## src/rtl/dropout_pkg.sv

```systemverilog
// Shared definitions for the dropout round-robin scheduler: FSM states,
// LFSR constants and the statistics counter width.
package dropout_pkg;

  typedef enum logic [1:0] {
    IDLE  = 2'd0,
    APPLY = 2'd1,
    HOLD  = 2'd2
  } state_t;

  localparam logic [15:0] LFSR_TAPS    = 16'hB400;
  localparam logic [15:0] DEFAULT_SEED = 16'hACE1;
  localparam int          STAT_W       = 16;

  // One Galois step, right-shifting; a nonzero state never maps to zero.
  function automatic logic [15:0] lfsr_next(input logic [15:0] l);
    return (l >> 1) ^ (l[0] ? LFSR_TAPS : 16'h0000);
  endfunction

endpackage

```

## src/rtl/dropout_rr_scheduler_if.sv

```systemverilog
// Lane-request and result bus of the dropout scheduler.
//
// Handshake: a transfer happens on a rising clock edge where valid and
// ready are both high. On the request side the scheduler raises at most one
// req_ready bit, only for a lane whose req_valid is high. On the result side
// out_valid and the result fields stay stable until out_ready is seen.
interface dropout_rr_scheduler_if #(
  parameter int NUM_LANES = 8,
  parameter int DATA_W    = 8
);
  localparam int LANE_W = $clog2(NUM_LANES);

  logic [NUM_LANES-1:0]        req_valid;
  logic [NUM_LANES*DATA_W-1:0] req_data;
  logic [NUM_LANES-1:0]        req_ready;
  logic                        out_valid;
  logic                        out_ready;
  logic [DATA_W-1:0]           out_data;
  logic [LANE_W-1:0]           out_lane;
  logic                        out_dropped;

  // Lane/consumer side.
  modport master (
    output req_valid, req_data, out_ready,
    input  req_ready, out_valid, out_data, out_lane, out_dropped
  );

  // Scheduler side.
  modport slave (
    input  req_valid, req_data, out_ready,
    output req_ready, out_valid, out_data, out_lane, out_dropped
  );

endinterface

```

## src/rtl/dropout_lfsr16.sv

```systemverilog
// 16-bit Galois LFSR with a step enable. rnd is the low byte of the value
// the register moves to on this step, so the caller can use it in the same
// cycle the step is taken.
module dropout_lfsr16
  import dropout_pkg::*;
#(
  parameter logic [15:0] SEED = DEFAULT_SEED
) (
  input  logic       clk,
  input  logic       rst_n,
  input  logic       step,
  output logic [7:0] rnd
);

  logic [15:0] lfsr_q;
  logic [15:0] lfsr_d;

  assign lfsr_d = lfsr_next(lfsr_q);
  assign rnd    = lfsr_d[7:0];

  // LFSR register: reloads the seed on reset, advances only when stepped.
  always_ff @(posedge clk or negedge rst_n) begin
    if (!rst_n) begin
      lfsr_q <= SEED;
    end else if (step) begin
      lfsr_q <= lfsr_d;
    end
  end

endmodule

```

## src/rtl/dropout_rr_scheduler.sv

```systemverilog
// Round-robin scheduler sharing one dropout datapath among NUM_LANES lanes.
// A lane is granted in IDLE, masked in APPLY and presented in HOLD until
// accepted. Optional build macro DROPOUT_SCALE_EN adds cfg_scale_shift, a
// saturating left shift applied to kept words.
module dropout_rr_scheduler
  import dropout_pkg::*;
#(
  parameter int          NUM_LANES = 8,
  parameter int          DATA_W    = 8,
  parameter logic [15:0] LFSR_SEED = DEFAULT_SEED
) (
  input  logic              clk,
  input  logic              rst_n,
  input  logic              ena,
  input  logic              cfg_train,
  input  logic [7:0]        cfg_keep_thresh,
`ifdef DROPOUT_SCALE_EN
  input  logic [1:0]        cfg_scale_shift,
`endif
  dropout_rr_scheduler_if.slave bus,
  output logic              busy,
  output logic [STAT_W-1:0] stat_drop_cnt,
  output state_t            dbg_state
);

  localparam int LANE_W = $clog2(NUM_LANES);

  state_t             state_q;
  state_t             state_d;
  logic [LANE_W-1:0]  rr_ptr;
  logic [LANE_W-1:0]  winner;
  logic [LANE_W-1:0]  cand;
  logic               found;
  logic               grant;
  logic [DATA_W-1:0]  data_q;
  logic [LANE_W-1:0]  lane_q;
  logic               lfsr_step;
  logic [7:0]         rnd;
  logic               keep;
  logic [DATA_W-1:0]  kept_data;

  // Search upward from the lane after the last winner, wrapping around;
  // the final candidate is the last winner itself.
  always_comb begin
    found  = 1'b0;
    winner = rr_ptr;
    cand   = rr_ptr;
    for (int i = 1; i <= NUM_LANES; i++) begin
      cand = rr_ptr + LANE_W'(i);
      if (!found && bus.req_valid[cand]) begin
        found  = 1'b1;
        winner = cand;
      end
    end
  end

  assign grant         = (state_q == IDLE) && ena && found;
  assign bus.req_ready = grant ? (NUM_LANES'(1) << winner) : '0;

  // FSM next state: one word per IDLE -> APPLY -> HOLD round trip.
  always_comb begin
    state_d = state_q;
    unique case (state_q)
      IDLE:    if (grant) state_d = APPLY;
      APPLY:   state_d = HOLD;
      HOLD:    if (bus.out_ready) state_d = IDLE;
      default: state_d = IDLE;
    endcase
  end

  // FSM state register.
  always_ff @(posedge clk or negedge rst_n) begin
    if (!rst_n) begin
      state_q <= IDLE;
    end else begin
      state_q <= state_d;
    end
  end

  assign busy      = (state_q != IDLE);
  assign dbg_state = state_q;

  // In pass-through mode the LFSR is frozen so the random sequence only
  // advances on words that are actually subject to dropout.
  assign lfsr_step = (state_q == APPLY) && cfg_train;
  assign keep      = !cfg_train || (rnd < cfg_keep_thresh);

  dropout_lfsr16 #(
    .SEED (LFSR_SEED)
  ) u_lfsr (
    .clk   (clk),
    .rst_n (rst_n),
    .step  (lfsr_step),
    .rnd   (rnd)
  );

`ifdef DROPOUT_SCALE_EN
  logic [DATA_W+2:0] scaled;

  // Scale a kept word; any bit shifted past the top saturates to all-ones.
  always_comb begin
    scaled    = {3'b000, data_q} << cfg_scale_shift;
    kept_data = (|scaled[DATA_W+2:DATA_W]) ? {DATA_W{1'b1}} : scaled[DATA_W-1:0];
  end
`else
  assign kept_data = data_q;
`endif

  // Datapath: latch the granted word, register the masked result and hold
  // it until accepted, and count dropped words without wrapping.
  always_ff @(posedge clk or negedge rst_n) begin
    if (!rst_n) begin
      rr_ptr          <= LANE_W'(NUM_LANES - 1);
      data_q          <= '0;
      lane_q          <= '0;
      bus.out_valid   <= 1'b0;
      bus.out_data    <= '0;
      bus.out_lane    <= '0;
      bus.out_dropped <= 1'b0;
      stat_drop_cnt   <= '0;
    end else begin
      if (grant) begin
        rr_ptr <= winner;
        data_q <= bus.req_data[int'(winner)*DATA_W +: DATA_W];
        lane_q <= winner;
      end
      if (state_q == APPLY) begin
        bus.out_valid   <= 1'b1;
        bus.out_data    <= keep ? kept_data : '0;
        bus.out_dropped <= !keep;
        bus.out_lane    <= lane_q;
        if (!keep && (stat_drop_cnt != {STAT_W{1'b1}})) begin
          stat_drop_cnt <= stat_drop_cnt + 1'b1;
        end
      end else if ((state_q == HOLD) && bus.out_ready) begin
        bus.out_valid <= 1'b0;
      end
    end
  end

endmodule

```

## src/flat_wrapper.sv

```systemverilog
// flat-port wrapper written by rule: the top's interface ports become plain ports
module dropout_rr_scheduler_flat import dropout_pkg::*;
#(
  parameter int          NUM_LANES = 8,
  parameter int          DATA_W    = 8,
  parameter logic [15:0] LFSR_SEED = DEFAULT_SEED
)
  (clk, rst_n, ena, cfg_train, cfg_keep_thresh, busy, stat_drop_cnt, dbg_state, bus_req_valid, bus_req_data, bus_out_ready, bus_req_ready, bus_out_valid, bus_out_data, bus_out_lane, bus_out_dropped);
  dropout_rr_scheduler_if #(.NUM_LANES(NUM_LANES), .DATA_W(DATA_W)) bus_i ();
  input  logic clk;
  input  logic rst_n;
  input  logic ena;
  input  logic cfg_train;
  input  logic [7:0] cfg_keep_thresh;
  output logic busy;
  output logic [STAT_W-1:0] stat_drop_cnt;
  output state_t dbg_state;
  input wire logic [$bits(bus_i.req_valid)-1:0] bus_req_valid;
  input wire logic [$bits(bus_i.req_data)-1:0] bus_req_data;
  input wire logic [$bits(bus_i.out_ready)-1:0] bus_out_ready;
  output wire logic [$bits(bus_i.req_ready)-1:0] bus_req_ready;
  output wire logic [$bits(bus_i.out_valid)-1:0] bus_out_valid;
  output wire logic [$bits(bus_i.out_data)-1:0] bus_out_data;
  output wire logic [$bits(bus_i.out_lane)-1:0] bus_out_lane;
  output wire logic [$bits(bus_i.out_dropped)-1:0] bus_out_dropped;
  assign bus_i.req_valid = bus_req_valid;
  assign bus_i.req_data = bus_req_data;
  assign bus_i.out_ready = bus_out_ready;
  assign bus_req_ready = bus_i.req_ready;
  assign bus_out_valid = bus_i.out_valid;
  assign bus_out_data = bus_i.out_data;
  assign bus_out_lane = bus_i.out_lane;
  assign bus_out_dropped = bus_i.out_dropped;
  dropout_rr_scheduler #(.NUM_LANES(NUM_LANES), .DATA_W(DATA_W), .LFSR_SEED(LFSR_SEED)) u_core (.clk(clk), .rst_n(rst_n), .ena(ena), .cfg_train(cfg_train), .cfg_keep_thresh(cfg_keep_thresh), .bus(bus_i), .busy(busy), .stat_drop_cnt(stat_drop_cnt), .dbg_state(dbg_state));
endmodule
```

## config.mk

```make
export PLATFORM = sky130hd
export DESIGN_NAME = dropout_rr_scheduler_flat
export DESIGN_NICKNAME = d
export VERILOG_FILES = /design/src/rtl/dropout_pkg.sv /design/src/rtl/dropout_rr_scheduler_if.sv /design/src/rtl/dropout_lfsr16.sv /design/src/rtl/dropout_rr_scheduler.sv /design/src/flat_wrapper.sv
export SDC_FILE = /design/constraint.sdc
export NUM_CORES = 1
export LEC_CHECK = 0
export ABC_AREA = 1
export BUFFER_PORTS_ARGS = -buffer_cell sky130_fd_sc_hd__buf_2
export CAP_MARGIN = 20
export CORE_MARGIN = 10
export CORE_UTILIZATION = 38
export CTS_CLUSTER_DIAMETER = 40
export DETAILED_ROUTE_END_ITERATION = 6
export HOLD_SLACK_MARGIN = 0.15
export PLACE_DENSITY = 0.71
export RECOVER_POWER = 50
export SLEW_MARGIN = 20
export SYNTH_ARGS = -nofsm -noshare
export SYNTH_HDL_FRONTEND = slang
export SYNTH_HIERARCHICAL = 1
export SYNTH_SLANG_ARGS = --single-unit
```

## constraint.sdc

```tcl
create_clock -name clk -period 5.1 [get_ports clk]
set_clock_uncertainty 0.05 [all_clocks]
set_input_delay 1.02 -clock clk [delete_from_list [all_inputs] [get_ports clk]]
set_output_delay 1.02 -clock clk [all_outputs]
set_load 0.02 [all_outputs]
```

### Word-level counts from Yosys, hierarchy flattened

Cells that the tools add are included.
Widths: inputs -> output; s select.

* add/sub/neg operators: 8
* multiplexer cells: 40
* $lt $le $gt $ge: 9
* bitwise gates (word level): 1
* shifts and indexed selects: 2
* eq/ne operators: 5
* reduce and logical (&&, ||, !) cells: 27

Operator list (count)
* $shiftx 64x7->8: 1
* $lt 3x4->1 const B: 8
* $bmux 1 s3: 8
* $mux 3: 8
* $mux 1: 18
* $add 16x1->16 const B: 1
* $mux 16: 1
* $mux 8: 2
* $ne 16x16->1 const B: 1
* $xor 15x16->16: 1
* $add 3x3->3 const B: 4
* $logic_and 1x1->1: 12
* $logic_not 1->1: 9
* $lt 8x8->1: 1
* $shl 1x3->8 const A: 1
* $add 3x2->3 const B: 2
* $pmux 2 s3: 1
* $mux 2: 2
* $reduce_and 2->1: 2
* $reduce_bool 2->1: 2
* $add 3x1->3 const B: 1
* $eq 2x1->1 const B: 1
* $eq 2x2->1 const B: 1
* $logic_not 2->1: 1
* 3 further kinds: 3

* input bits: 85
* output and inout port bits: 40
* bits in registers: 61
* logic and storage cells: 102

### Depth between registers and ports, before layout

* depth after elaboration: 28
* mapped depth: 25
* mapped depth without buffers: 23

### Modules after synthesis

The synthesis kept the hierarchy.

Modules (own cells, without submodules)
* dropout_rr_scheduler: times used 1, area an instance 3734.8 um2, seq. area each 1129.8 um2, cells an instance 582
* dropout_lfsr16: times used 1, area an instance 732.0 um2, seq. area each 410.4 um2, cells an instance 82

### Least setup slack after synthesis

OpenSTA, ideal clock, no wires.

* kind: register to output
* start point: register u_core.rr_ptr[1]
* end point: output bus_req_ready[4]
* data required time: 4030 ps
* buffers on the path: 1
* slack: 900 ps
* arrival time: 3130 ps
* cell stages (with the launch flop): 17
* cell sequence: dfstp_2 > buf_2 > clkinv_1 > ha_1 > inv_2 > nand3_1 > nand3_2 > nand2_4 > nor2_8 > nand4_1 > o21ai_1 > nor2_1 > nand2_1 > nand2_1 > a21oi_2 > nand2_2 > nor2_1

* longest elaborated chain between the ends: 27
* elaborated cells on any way between the ends: 56
* classes of those cells: add/sub (7); shift (1); mux (33); reduce/logical (15)

Ends and longest elaborated chain
* from (decl): line dropout_rr_scheduler.sv:30 `logic [LANE_W-1:0] rr_ptr;`
* from (signal assigned): line dropout_rr_scheduler.sv:113 `rr_ptr <= LANE_W'(NUM_LANES - 1);`
* from (signal assigned): line dropout_rr_scheduler.sv:123 `rr_ptr <= winner;`
* $add 3x1->3: line dropout_rr_scheduler.sv:49 `cand = rr_ptr + LANE_W'(i);`
* $bmux 1 s3: line dropout_rr_scheduler.sv:50 `if (!found && bus.req_valid[cand]) begin`
* $mux 1 (implied by the code): line dropout_rr_scheduler.sv:50
* $mux 1: line dropout_rr_scheduler.sv:50
* $logic_not 1->1: line dropout_rr_scheduler.sv:50
* $logic_and 1x1->1: line dropout_rr_scheduler.sv:50
* $mux 1: line dropout_rr_scheduler.sv:50
* $logic_not 1->1: line dropout_rr_scheduler.sv:50
* [11 not listed]
* $logic_not 1->1: line dropout_rr_scheduler.sv:50
* $logic_and 1x1->1: line dropout_rr_scheduler.sv:50
* $mux 1: line dropout_rr_scheduler.sv:50
* $logic_not 1->1: line dropout_rr_scheduler.sv:50
* $logic_and 1x1->1: line dropout_rr_scheduler.sv:50
* $mux 3 or $mux 1 (tied branches): line dropout_rr_scheduler.sv:50
* $shl 1x3->8 or $logic_and 1x1->1 (tied branches): line dropout_rr_scheduler.sv:58, dropout_rr_scheduler.sv:57
* $mux 8 *: line dropout_rr_scheduler.sv:58 `assign bus.req_ready = grant ? (NUM_LANES'(1) << winner) : '0;`
* to (decl): line flat_wrapper.sv:21 `output wire logic [$bits(bus_i.req_ready)-1:0] bus_req_ready;`

Every way passes the cells marked *; elsewhere a longest branch is shown, timed or not. The select of a mux whose other input is x is not followed.

### Worst setup path after layout

* start point: register u_core.rr_ptr[1]
* end point: output bus_req_ready[2]

Same word-level chain as after synthesis.

==> metrics.csv <==
metric,value,unit
sequential area share after synthesis,34.5,%
Cell variety after synth,39,
final worst path period share,91.8,%
Critical Path Max Stage Delay,0.66,ns
RSZ-0062 raised after global routing,no,
Slew Limit Headroom,-113,%
Highest Clock Rate,0.214,GHz
met2 wire len,5.62,mm
Area contributors post-synth,"dfrtp_1, nand2_1, nand3_1, dfstp_2, inv_1",
Worst-Skew Late Latency,0.33,ns
Final Non-Filler Cells,932,
CP most frequent cell,nand2_1,
hold path depth,2,
CTS root buf,clkbuf_16,
CTS Sinks,61,
initial antenna violation count,0,
Worst EP arrival,3.61,ns
vias per std cell,4.80,
DR vias,4471,
fin. max-slew vios,62,
Total GRT Usage,15.1,%
met1 WL,5.73,mm
Port Buffer Count,124,
CP max-delay cell,dfstp_2,
WP data required,4.03,ns
clk slew on worst S/H paths,0.06,ns
Final Hold Fails,0,
n_diodes,0,
Worst setup SP type,flip-flop,
Die Y,128,um
clock buffer depth,2,
cell with the most instances after synthesis,nand2_1,
DR iter-0 viols,356,
highest metal used,met4,
final WL,12.4,mm
status,"complete, but fails checks",
layout cells sized above 1,23.7,%
Worst Hold Class,reg -> reg,
Yosys reg bits,61,
Post-synth EDFFs,0,
setup TNS,0,ns
Crit Path Max Fanout,10,
Starting Density,39.0,%
YS warnings,6,
vias in the first global route,4454,
DR DRC count,0,
worst setup path class,reg -> out,
GP Congestion,0.905,
failing checks,"capacitance limit, slew limit",
"Buf+Inv Stages, Crit Path",3,
net count after synthesis,759,
critical-path cell list,clkinvlp_4 > ha_1 > inv_2 > nand3_1 > nand3_2 > nand2_4 > nor2_8 > nand4_4 > nor2_2 > nand2_1 > nand2_1 > nand2_1 > o21ai_2 > nand2_1 > nor2_1 > buf_2,
first-pass GRT wire length,20.9,mm
final count of negative-setup-slack endpoints,0,
slew at the pin with the worst max-slew slack,3.20,ns
hpwl dp,9.73,mm
# hold bufs at CTS,0,
Top delay family on crit path,simple AND/OR/NAND/NOR gates,
Post-Synthesis Cells,664,
layout net count,879,
max cap viols,1,
ANT nets after route,0,
CTS Buf Count,9,
Cell Rows,39,
First-pass DRT Iterations,5,
Critical Path Stages,16,
area share of the largest cell type after synthesis,28.0,%
largest net degree at the start of global routing,62,
Die Width,128,um
gr ovfl total,0,
CTS tree,yes,
IO Pins,125,
Main synth FF type,dfrtp_1,
post-layout utilization of the core,47.9,%
top post-synthesis cells by count,"nand2_1, nand3_1, dfrtp_1, inv_1, nor2_1",
placed cell count,912,
ys async rst share,100,%
FF-to-FF path depth,22,
routed wl met3,982,um
Post-Syn Area,4470,sq um
Final min period,4.68,ns
Layout area overhead,22.9,%
syn avg cell area,6.73,sq um
Synth area leader,dfrtp_1,
core area,11500,sq um
wire per inst,13.3,um
Setup crit end kind,output pin,
Clock H-tree levels,3,
Die ar.,16500,sq um
## per-stage QoR
stage | hold WS (ns) | worst slack, ns | instance area [sq um]
2_1_floorplan | 0.397 | 0.900 | 4470
5_1_grt | 0.439 | 0.0609 | 5490
6_report | 0.418 | 0.421 | 5490
3_3_place_gp | 0.410 | 0.634 | 5130
4_1_cts | 0.419 | 0.154 | 5470
3_5_place_dp | 0.409 | 0.536 | 5130
## sequential cells by signal, summed over array words and instances, names as in the netlist
name	count
u_core/lane_q	3
u_core/bus.out_lane	3
u_core/bus.out_valid	1
u_core/data_q	8
u_core/bus.out_dropped	1
u_core/rr_ptr	3
u_core/dbg_state	2
u_core/bus.out_data	8
u_core/stat_drop_cnt	16
u_core/u_lfsr/lfsr_q	16
## worst register-to-register path, stage by stage (launching register included)
cell        delay (ns)
dfstp_2           0.66
clkinvlp_4        0.19
ha_1              0.38
inv_2             0.18
nand3_1           0.13
nand3_2           0.17
nand2_4           0.10
nor2_8            0.17
nand2_1           0.07
nor2_1            0.18
nand3_1           0.10
nand2_1           0.12
nand2_4           0.13
nand2_4           0.12
buf_4             0.27
nand2_1           0.09
nand2_1           0.07
nand2_1           0.05
nand2_1           0.08
nand2_1           0.06
nand2_1           0.08
nand2_1           0.06
nand2_1           0.05
## path summary, 6_finish.rpt
kind / slack [ns] / endpoint / from
worst max register to register: 1.47 / u_core/data_q[1]$_DFFE_PN0P_ / u_core/rr_ptr[1]$_DFFE_PN1P_
min in group asynchronous: 1.80 / u_core/u_lfsr/lfsr_q[3]$_DFFE_PN0P_ / rst_n
worst min register to register: 0.42 / u_core/u_lfsr/lfsr_q[10]$_DFFE_PN1P_ / u_core/u_lfsr/lfsr_q[10]$_DFFE_PN1P_
max in group asynchronous: 1.39 / u_core/bus.out_data[5]$_DFFE_PN0P_ / rst_n
worst min-delay path: 0.42 / u_core/u_lfsr/lfsr_q[10]$_DFFE_PN1P_ / u_core/u_lfsr/lfsr_q[10]$_DFFE_PN1P_
worst max-delay path: 0.42 / bus_req_ready[2] / u_core/rr_ptr[1]$_DFFE_PN1P_
## cells by family (layout without fill, tap and decap cells)
group	count (synthesis)	in the layout	synth area share, %
fa+ha+maj	10	10	2.80
xor+xnor	17	17	3.50
compound gates	37	37	4.68
flops	61	61	34.5
buf+inv	76	201	8.71
simple gates	462	462	45.6
mux	1	1	0.252
## layer usage
metal,GRT usage [%],up-vias
met5,0,-
met4,3.77,0
met3,5.13,6
met2,23.7,126
met1,19.4,1990
li1,-,2349
## final cells by class
| type | count | area [sq um] |
|---|---|---|
| fillers | 1200 | 5980 |
| multi-input cells | 527 | 2550 |
| clock buffers | 10 | 229 |
| flip-flops and latches | 61 | 1540 |
| inverters | 49 | 193 |
| clock inverters | 6 | 111 |
| repair buffers | 136 | 687 |
| well taps | 143 | 179 |
## cells in the final DEF (no fill, tap or decap), drive strengths merged
cell	synthesis	routed
inv	47	47
nand4	11	11
buf	23	119
xor2	13	13
nand2	328	328
dfstp	11	11
nor3	6	6
clkinv	2	3
ha	10	10
clkinvlp	0	2
nand3	81	81
a31oi	1	1
xnor2	4	4
nand3b	1	1
a21o	1	1
a21oi	7	7
mux2	1	1
nor4	2	2
nor2	32	32
clkbuf	4	27
o221ai	1	1
dfrtp	50	50
or2	1	1
o21ai	26	26
o211ai	1	1
bufinv	0	3
## repair_timing
action	in CTS	in global routing
buffers inserted	0	4
resized for setup	0	4
endpoints found under the setup margin	0	8
Power is not shown: default switching activity piles up to over one toggle a cycle in this logic, so the estimate is an artifact.
